[config.mk]
export PLATFORM = sky130hd
export DESIGN_NAME = uart_baud_gen_frac
export DESIGN_NICKNAME = d
export VERILOG_FILES = /design/src/rtl/uart_pkg.sv /design/src/rtl/uart_frac_accum.sv /design/src/rtl/uart_baud_gen_frac.sv
export SDC_FILE = /design/constraint.sdc
export NUM_CORES = 1
export LEC_CHECK = 0
export CORE_UTILIZATION = 30
export DETAILED_ROUTE_END_ITERATION = 16
export GPL_TIMING_DRIVEN = 0
export PLACE_DENSITY = 0.59
export RECOVER_POWER = 50
export SETUP_SLACK_MARGIN = 0.15
export SYNTH_ARGS = -nofsm -noshare
export SYNTH_HDL_FRONTEND = slang
export SYNTH_HIERARCHICAL = 1
export SYNTH_SLANG_ARGS = --single-unit
[constraint.sdc]
create_clock -name clk -period 5.31 [get_ports clk]
set_input_delay 0.7965 -clock clk [delete_from_list [all_inputs] [get_ports clk]]
set_output_delay 0.7965 -clock clk [all_outputs]
set_load 0.02 [all_outputs]
[src/rtl/uart_pkg.sv]
// Shared UART definitions: default divisor widths, the divisor struct and a
// helper that rounds clk/(baud*os) to an integer.fraction divisor.
package uart_pkg;

  localparam int UART_DIV_INT_W  = 16;
  localparam int UART_DIV_FRAC_W = 4;
  localparam int UART_OVERSAMPLE = 16;

  typedef struct packed {
    logic [UART_DIV_INT_W-1:0]  div_int;
    logic [UART_DIV_FRAC_W-1:0] div_frac;
  } baud_div_t;

  // Rounded to the nearest 1/2^UART_DIV_FRAC_W of a clock.
  function automatic baud_div_t calc_baud_div(input longint unsigned clk_freq,
                                              input longint unsigned baud,
                                              input longint unsigned os);
    longint unsigned den;
    longint unsigned q_fx;
    baud_div_t       r;
    den       = baud * os;
    q_fx      = ((clk_freq << UART_DIV_FRAC_W) + (den >> 1)) / den;
    r.div_int  = q_fx[UART_DIV_FRAC_W +: UART_DIV_INT_W];
    r.div_frac = q_fx[UART_DIV_FRAC_W-1:0];
    return r;
  endfunction

endpackage

[src/rtl/uart_frac_accum.sv]
// Fractional phase accumulator: carry flags the period whose accumulation
// crosses a whole clock, so that period is one cycle longer.
module uart_frac_accum
  import uart_pkg::*;
#(
  parameter int FRAC_W = UART_DIV_FRAC_W
) (
  input  logic              clk,
  input  logic              rst,
  input  logic              step,
  input  logic              clear,
  input  logic [FRAC_W-1:0] frac,
  output logic              carry
);

  logic [FRAC_W-1:0] acc_q;
  logic [FRAC_W-1:0] acc_d;
  logic [FRAC_W:0]   sum;

  always_comb begin
    sum   = {1'b0, acc_q} + {1'b0, frac};
    carry = sum[FRAC_W];
    acc_d = acc_q;
    if (clear) begin
      acc_d = '0;
    end else if (step) begin
      acc_d = sum[FRAC_W-1:0];
    end
  end

  always_ff @(posedge clk) begin
    if (rst) begin
      acc_q <= '0;
    end else begin
      acc_q <= acc_d;
    end
  end

endmodule

[src/rtl/uart_baud_gen_frac.sv]
// Fractional baud generator: oversample tick at clk/(div_int + div_frac/2^F),
// plus mid-bit and bit ticks, with shadowed divisor and phase resync.
module uart_baud_gen_frac
  import uart_pkg::*;
#(
  parameter int DIV_INT_W    = UART_DIV_INT_W,
  parameter int DIV_FRAC_W   = UART_DIV_FRAC_W,
  parameter int OVERSAMPLE   = UART_OVERSAMPLE,
  parameter int RST_DIV_INT  = 27,
  parameter int RST_DIV_FRAC = 2
) (
  input  logic                  clk,
  input  logic                  rst,
  input  logic                  en,
  input  logic [DIV_INT_W-1:0]  div_int,
  input  logic [DIV_FRAC_W-1:0] div_frac,
  input  logic                  div_load,
  input  logic                  sync,
  output logic                  os_tick,
  output logic                  mid_tick,
  output logic                  bit_tick,
  output logic                  div_pending
);

  localparam int CNT_W = DIV_INT_W + 1;
  localparam int OS_W  = $clog2(OVERSAMPLE);
  localparam logic [OS_W-1:0]       OS_MID   = OS_W'(OVERSAMPLE / 2 - 1);
  localparam logic [OS_W-1:0]       OS_LAST  = OS_W'(OVERSAMPLE - 1);
  localparam logic [DIV_INT_W-1:0]  RST_INT  = DIV_INT_W'(RST_DIV_INT);
  localparam logic [DIV_FRAC_W-1:0] RST_FRAC = DIV_FRAC_W'(RST_DIV_FRAC);

  logic [DIV_INT_W-1:0]  act_int_q, act_int_d;
  logic [DIV_FRAC_W-1:0] act_frac_q, act_frac_d;
  logic [DIV_INT_W-1:0]  shd_int_q, shd_int_d;
  logic [DIV_FRAC_W-1:0] shd_frac_q, shd_frac_d;
  logic                  pending_q, pending_d;
  logic [CNT_W-1:0]      cnt_q, cnt_d;
  logic [OS_W-1:0]       os_cnt_q, os_cnt_d;
  logic                  os_tick_q, os_tick_d;
  logic                  mid_tick_q, mid_tick_d;
  logic                  bit_tick_q, bit_tick_d;

  logic [DIV_INT_W-1:0]  act_int_eff;
  logic [CNT_W-1:0]      cur_period;
  logic                  carry;
  logic                  wrap;
  logic                  tick;
  logic                  apply;

  uart_frac_accum #(
    .FRAC_W (DIV_FRAC_W)
  ) u_frac_accum (
    .clk   (clk),
    .rst   (rst),
    .step  (tick),
    .clear (sync),
    .frac  (act_frac_q),
    .carry (carry)
  );

  always_comb begin
    act_int_eff = (act_int_q == '0) ? DIV_INT_W'(1) : act_int_q;
    cur_period  = {1'b0, act_int_eff} + CNT_W'(carry);
    // >= rather than == keeps a divisor swapped in while idle from overshooting.
    wrap        = (cnt_q >= cur_period - CNT_W'(1));
    tick        = en & wrap & ~sync;
    apply       = 1'b0;

    cnt_d      = cnt_q;
    os_cnt_d   = os_cnt_q;
    act_int_d  = act_int_q;
    act_frac_d = act_frac_q;
    shd_int_d  = shd_int_q;
    shd_frac_d = shd_frac_q;
    pending_d  = pending_q;

    if (div_load) begin
      shd_int_d  = div_int;
      shd_frac_d = div_frac;
    end

    if (sync) begin
      cnt_d     = '0;
      os_cnt_d  = '0;
      pending_d = 1'b0;
      if (div_load) begin
        act_int_d  = div_int;
        act_frac_d = div_frac;
      end else if (pending_q) begin
        act_int_d  = shd_int_q;
        act_frac_d = shd_frac_q;
      end
    end else begin
      if (en) begin
        cnt_d = wrap ? '0 : cnt_q + CNT_W'(1);
      end
      if (tick) begin
        os_cnt_d = (os_cnt_q == OS_LAST) ? '0 : os_cnt_q + OS_W'(1);
      end
      apply = pending_q & (tick | ~en);
      if (apply) begin
        act_int_d  = shd_int_q;
        act_frac_d = shd_frac_q;
        pending_d  = 1'b0;
      end
      if (div_load) begin
        pending_d = 1'b1;
      end
    end

    os_tick_d  = tick;
    mid_tick_d = tick & (os_cnt_q == OS_MID);
    bit_tick_d = tick & (os_cnt_q == OS_LAST);
  end

  always_ff @(posedge clk) begin
    if (rst) begin
      act_int_q  <= RST_INT;
      act_frac_q <= RST_FRAC;
      shd_int_q  <= RST_INT;
      shd_frac_q <= RST_FRAC;
      pending_q  <= 1'b0;
      cnt_q      <= '0;
      os_cnt_q   <= '0;
      os_tick_q  <= 1'b0;
      mid_tick_q <= 1'b0;
      bit_tick_q <= 1'b0;
    end else begin
      act_int_q  <= act_int_d;
      act_frac_q <= act_frac_d;
      shd_int_q  <= shd_int_d;
      shd_frac_q <= shd_frac_d;
      pending_q  <= pending_d;
      cnt_q      <= cnt_d;
      os_cnt_q   <= os_cnt_d;
      os_tick_q  <= os_tick_d;
      mid_tick_q <= mid_tick_d;
      bit_tick_q <= bit_tick_d;
    end
  end

  assign os_tick     = os_tick_q;
  assign mid_tick    = mid_tick_q;
  assign bit_tick    = bit_tick_q;
  assign div_pending = pending_q;

endmodule
==> run_results.csv, run 1 <==
group,metric,value,unit
worst_setup_path,path_class,"flip-flop to flip-flop",
timing,post-route-period-util,0.924,
detailed_routing,avgViaCountPerCell,4.89,
die,fp.dieArea,0.0132,mm²
detailed_routing,routedWlPerCell,13.6,µm
worst_setup_path,slowest_delay,500,ps
synthesis,ys_ff_latch,69,
worst_setup_path,crit_top_cell,"ha_1",
layout,area_delta_synth_final,24.2,%
synthesis,yosysTopAreaCell,"dfxtp_1",
run,cap_viol_max_count,0,
layout,antennaDiodeCount,0,
timing,fin_skew,9.71,ps
global_route,grt_pass1_vias,3001,
worst_setup_path,path_cells,"nor2_1 > nand2_2 > nor4_4 > or3b_2 > nor2_2 > a31oi_1 > ha_1 > ha_1 > and2_1 > clkbuf_2 > nand3b_1 > xor2_1 > ha_1 > nand4_1 > or3_4 > o21ba_4 > o21ai_4 > nor2_1 > buf_4 > or4b_1 > a21o_1 > nand3_2",
synthesis,synth_top_area_frac,0.361,
place,dp_hpwl,6.54,mm
layout,layout.nets,520,
detailed_routing,totalWireLength,8.76,mm
timing,slew_headroom,0.508,
die,die_w,115,µm
cts,htreeDepth,3,
worst_setup_path,worstPathRequired,5580,ps
timing,setup_violations,0,
timing,fin_crit,4910,ps
power_and_ir_drop,power.density,296,mW/mm²
synthesis,yosysWarnings,6,
layout,final_area,0.00475,mm²
cts,clock_latency,330,ps
cts,cts_root_buf,"clkbuf_16",
synthesis,synthTopCellsByCount,"dfxtp_1, mux2i_1, nor2_1",
synthesis,synthTopCellsByArea,"dfxtp_1, mux2i_1, ha_1",
worst_setup_path,end_kind,"flip-flop",
synthesis,ys_seq_area_frac,0.361,
worst_setup_path,timing.critical_path.buf_inv,2,
power_and_ir_drop,peakVddDrop,0.135,mV
worst_setup_path,cp-start-kind,"flip-flop",
synthesis,synth-edff-count,0,
global_route,grt-ovfl-total,0,
global_route,grt_pass1_wl,14.6,mm
run_status,status,"completed",
die,start_util,0.313,
global_route,globalRouteTotalUtil,0.141,
timing,rsz0062_at_grt,"false",
die,rows,40,
global_route,antenna_found_initial,0,
synthesis,async_flop_share,0,
cts,cts_made_buffers,9,
cts,clockBufferDepth,2,
cts,clk_pin_slew_worst_paths,60,ps
place,numPortBuffers,28,
detailed_routing,route.detailed.drc,0,
detailed_routing,ant_nets,0,
synthesis,synth.most_common_cell,"dfxtp_1",
layout,stdcell_count,642,
worst_setup_path,critPathTopFamily,"simple AND/OR/NAND/NOR gates",
timing,drv_slew,0,
die,die_h,115,µm
die,io-pin-count,29,
global_route,grt_start_max_net_pins,14,
power_and_ir_drop,p_leak,1.96,nW
min_path,hold_path.class,"flip-flop to flip-flop",
detailed_routing,drtPass1Iterations,4,
synthesis,syn_area_per_cell,8.95,µm²
layout,drive_gt1_frac,0.0823,
worst_setup_path,crit_fanout,7,
synthesis,synthesis.nets,478,
worst_setup_path,worst-endpoint-arrival,5180,ps
die,coreArea,0.0122,mm²
place,dp_cells,623,
synthesis,ys_types,46,
place,place_congestion,0.787,
timing,fmax,204,MHz
place,dpl-instance-area,0.00431,mm²
timing,worst_pin_slew,738,ps
cts,clock_sinks,69,
synthesis,synthFlopType,"dfxtp_1",
synthesis,synth_area,0.00382,mm²
detailed_routing,dr_total_vias,3138,
detailed_routing,first_iter_violations,125,
worst_setup_path,crit_slowest_cell,"or3b_2",
timing,final_hold_viol_count,0,
synthesis,netlist_instances,427,
cts,cts_tree,"done",
[worst paths after layout]
kind / from / endpoint / slack (ps) / depth (start not counted)
hold reg to reg: shd_int_q[8] / shd_int_q[8] / 490 / 2
setup / recovery: act_int_q[7] / u_frac_accum/acc_q[3] / 400 / 22
setup reg to reg: act_int_q[7] / u_frac_accum/acc_q[3] / 400 / 22
hold / removal: shd_int_q[8] / shd_int_q[8] / 490 / 2
[final cells by class]
| class | count | area [µm²] |
|---|---|---|
| Tap cell | 168 | 210 |
| Multi-Input combinational cell | 327 | 2370 |
| Inverter | 7 | 26.3 |
| Sequential cell | 69 | 1380 |
| Buffer | 24 | 101 |
| Clock buffer | 10 | 239 |
| Clock inverter | 6 | 116 |
| Fill cell | 1264 | 7460 |
| Timing Repair Buffer | 31 | 303 |
[sequential cells by signal, indices dropped and copies added, names as in the netlist]
register and count:
u_frac_accum/acc_q 4, os_tick 1, act_int_q 16, bit_tick 1
div_pending 1, cnt_q 17, mid_tick 1, os_cnt_q 4
shd_frac_q 4, shd_int_q 16, act_frac_q 4
[layout by cell type (no fill, tap or decap), types with 9 or more instances in the layout]
cell,instances
o21ai_0,19
clkdlybuf4s50_1,22
o31ai_1,15
nor2b_1,26
nor2_1,35
xor2_1,17
xnor2_1,13
ha_1,25
clkbuf_1,19
nor3_1,24
dfxtp_1,68
nand2_1,24
nand3_1,9
nand4_1,9
mux2i_1,39
and3_1,10
clkbuf_16,9
[report_power, final]
group	switching (mW)	internal (mW)
registers	0.0142	0.536
clock network	0.237	0.476
logic	0.0752	0.0679
[metrics by stage]
stage	hold slack [ps]	power (mW)	setup slack, ps	utilization	setup TNS, ps
6_report	493	1.41	402	0.389	0
3_5_place_dp	482	0.693	-3.80	0.353	-3.80
2_1_floorplan	460	0.643	656	-	0
4_1_cts	499	1.41	167	0.383	0
5_1_grt	515	1.46	73.3	0.389	0
3_3_place_gp	472	0.690	105	0.353	0
[worst min-delay path, delay by kind of cell, from the launching register on]
family	cells	cell delay, ps
muxes	1	60
and+or+nand+nor	1	70
DFF	1	320
[metal layers]
| metal | up-vias | wire length, µm | GRT usage |
|---|---|---|---|
| met3 | 16 | 287 | 0.0327 |
| met4 | 0 | 158 | 0.0528 |
| met5 | - | 0 | 0 |
| met1 | 1455 | 4340 | 0.184 |
| li1 | 1619 | - | - |
| met2 | 48 | 3970 | 0.226 |
[what timing repair did]
| item | 4_1_cts | 5_1_grt |
|---|---|---|
| resized for setup | 2 | 13 |
| setup endpoints to repair | 1 | 13 |
| hold buffers | 0 | 0 |
| pin swaps | 0 | 3 |
| buffers inserted | 0 | 3 |
[kinds of logic after synthesis]
group	after synthesis	synth area share
buffers and inverters	31	0.0334
muxes	39	0.102
DFF	69	0.361
xor gates and xnor gates	31	0.0710
and+or+nand+nor	162	0.221
adders and majority gates	26	0.0871
AOI/OAI and AO/OA	69	0.124
(Power assumes the default switching activity.)
==> run 2, diff against run 1 <==
- CAP_MARGIN: not set -> 20
- CORE_MARGIN: not set -> 4
- CORE_UTILIZATION: 30 -> 45
- PLACE_DENSITY: 0.59 -> 0.76
==> run_results.csv, run 2 (same netlist as run 1, synthesis figures left out) <==
group,metric,value,unit
place,dp_hpwl,6.39,mm
timing,fin_skew,8.84,ps
cts,htreeDepth,3,
global_route,grt_pass1_vias,3088,
global_route,globalRouteTotalUtil,0.174,
layout,reg_top3,"cnt_q (17), act_int_q (16), shd_int_q (16)",
global_route,antenna_found_initial,0,
place,numPortBuffers,28,
power_and_ir_drop,power.density,261,mW/mm²
power_and_ir_drop,peakVddDrop,0.218,mV
layout,drive_gt1_frac,0.0719,
cts,clk_pin_slew_worst_paths,70,ps
place,pre_cts_ws,-4.19,ps
die,start_util,0.463,
power_and_ir_drop,power,1.17,mW
die,die_w,100,µm
worst_setup_path,r2r-start,"act_int_q[6]",
timing,holdWs,500,ps
layout,largest-register,"cnt_q",
layout,nFillCells,753,
die,fp.dieArea,0.0100,mm²
detailed_routing,first_iter_violations,171,
timing,setup_violations,0,
detailed_routing,routedWlPerCell,14.5,µm
timing,drv_slew,0,
detailed_routing,drtPass1Iterations,4,
place,place_congestion,0.892,
layout,largest_register_ffs,17,
layout,stdcell_count,578,
worst_setup_path,worstPathRequired,5600,ps
worst_setup_path,worstSetupStartpoint,"act_int_q[6]",
cts,cts_tree,"done",
layout,antennaDiodeCount,0,
layout,seqCellArea,0.00138,mm²
layout,layout_commonest_cell,"dfxtp_1",
run,cap_viol_max_count,0,
power_and_ir_drop,p_sw_frac,0.241,
power_and_ir_drop,p_int,0.891,mW
worst_setup_path,reg2reg_depth,22,
power_and_ir_drop,p_leak,1.89,nW
layout,final_area,0.00451,mm²
layout,layout.nets,519,
detailed_routing,totalWireLength,8.41,mm
cts,cts_root_buf,"clkbuf_8",
layout,mostFrequentLayoutCells,"dfxtp_1, mux2i_1, nor2_1, nor2b_1, ha_1",
worst_setup_path,path_class,"flip-flop to flip-flop",
worst_setup_path,crit_fanout,7,
die,rows,33,
detailed_routing,avgViaCountPerCell,5.46,
run_status,status,"completed",
die,die_h,100,µm
timing,final_hold_viol_count,0,
min_path,hold_path.class,"flip-flop to flip-flop",
power_and_ir_drop,p_comb_frac,0.118,
timing,fin_tns_setup,0,ps
cts,clock_sinks,69,
worst_setup_path,reg2reg_slack,310,ps
layout,multiInputGateArea,0.00235,mm²
detailed_routing,dr_total_vias,3153,
cts,clockBufferDepth,2,
power_and_ir_drop,pwr-share-seq,0.467,
die,io-pin-count,29,
timing,worst_pin_slew,741,ps
timing,slew_headroom,0.506,
place,dp_cells,560,
layout,fin_util,0.546,
timing,post-route-period-util,0.942,
worst_setup_path,endpoint,"u_frac_accum/acc_q[3]",
power_and_ir_drop,clock_power_share,0.414,
timing,fmax,200,MHz
cts,postCtsHoldBufs,0,
cts,clock_latency,340,ps
global_route,grt_start_max_net_pins,12,
power_and_ir_drop,net-switching-power,0.283,mW
timing,rsz0062_at_grt,"false",
timing,timing.final.ws_setup,310,ps
worst_setup_path,worst-endpoint-arrival,5290,ps
layout,area_delta_synth_final,18.0,%
cts,cts_made_buffers,9,
worst_setup_path,r2r_end,"u_frac_accum/acc_q[3]",
worst_setup_path,cp-start-kind,"flip-flop",
detailed_routing,route.detailed.drc,0,
global_route,grt-ovfl-total,0,
global_route,grt_pass1_wl,14.1,mm
die,coreArea,0.00826,mm²
worst_setup_path,end_kind,"flip-flop",
place,dpl-instance-area,0.00423,mm²
detailed_routing,ant_nets,0,
timing,fin_crit,5000,ps
## run 2: cell count changes in the layout (fill, tap and decap cells not counted), sizes merged
cell	delta
bufinv	-1
inv	-2
clkinvlp	+1
clkinv	-1
clkbuf	+3
buf	-1
## run 2: how the worst min path moves through the flow
| stage | startpoint | to | slack, ps | cells after the start |
|---|---|---|---|---|
| 3_3_place_gp | shd_int_q[7] | shd_int_q[7] | 470 | 2 |
| 2_1_floorplan | shd_frac_q[0] | shd_frac_q[0] | 460 | 2 |
| 4_1_cts | shd_int_q[10] | shd_int_q[10] | 500 | 2 |
| 6_report | shd_frac_q[3] | shd_frac_q[3] | 500 | 2 |
| 5_1_grt | shd_int_q[14] | shd_int_q[14] | 530 | 2 |
| 3_5_place_dp | shd_int_q[10] | shd_int_q[10] | 490 | 2 |
## run 2: layer usage
| layer | share of wire | GRT usage |
|---|---|---|
| met1 | 0.46 | 0.212 |
| met2 | 0.49 | 0.299 |
| met3 | 0.032 | 0.0313 |
| met4 | 0.017 | 0.0736 |
| met5 | 0 | 0 |
## run 2: final cells by class
cell class | instances | share of cell area
multi-input cells | 327 | 0.521
plain buffers | 24 | 0.0225
repair buffers | 30 | 0.0655
clock buffers | 13 | 0.0352
inverters | 7 | 0.00583
flip-flops and latches | 69 | 0.306
well taps | 105 | 0.0291
clock inverters | 3 | 0.0150
## run 2: timing repair
action	CTS	global route
endpoints found under the hold margin	0	0
gates resized for setup	2	8
endpoints found under the setup margin	1	2
buffers inserted	0	2
pin swaps	0	3
## run 2: worst max-delay path: stages, from the launching register on
cell	delay, ps
dfxtp_1	360
nor2_1	190
nand2_2	120
nor4_4	270
or3b_2	490
nor2_2	140
a31oi_1	100
ha_1	220
ha_1	230
and2_1	150
clkbuf_2	160
nand3b_1	120
xor2_1	90
ha_1	310
nand4_1	170
or3_1	440
o21ba_2	320
o21ai_2	90
nor2_2	150
buf_4	180
or4b_1	430
a21o_1	170
nand3_2	50
## run 2: power by group through the flow
stage               logic [mW]  clock network (mW)  registers, mW
floorplan               0.0863                   0          0.557
global placement         0.128                   0          0.559
detailed placement       0.132                   0          0.560
CTS                      0.134               0.496          0.548
global route             0.153               0.522          0.551
finish                   0.139               0.487          0.549
==> run 3, diff against run 2 <==
- ABC_CLOCK_PERIOD_IN_PS: not set -> 5310
==> results of run 3 <==
No change in the layout: final DEF, timing and power equal those of run 2.
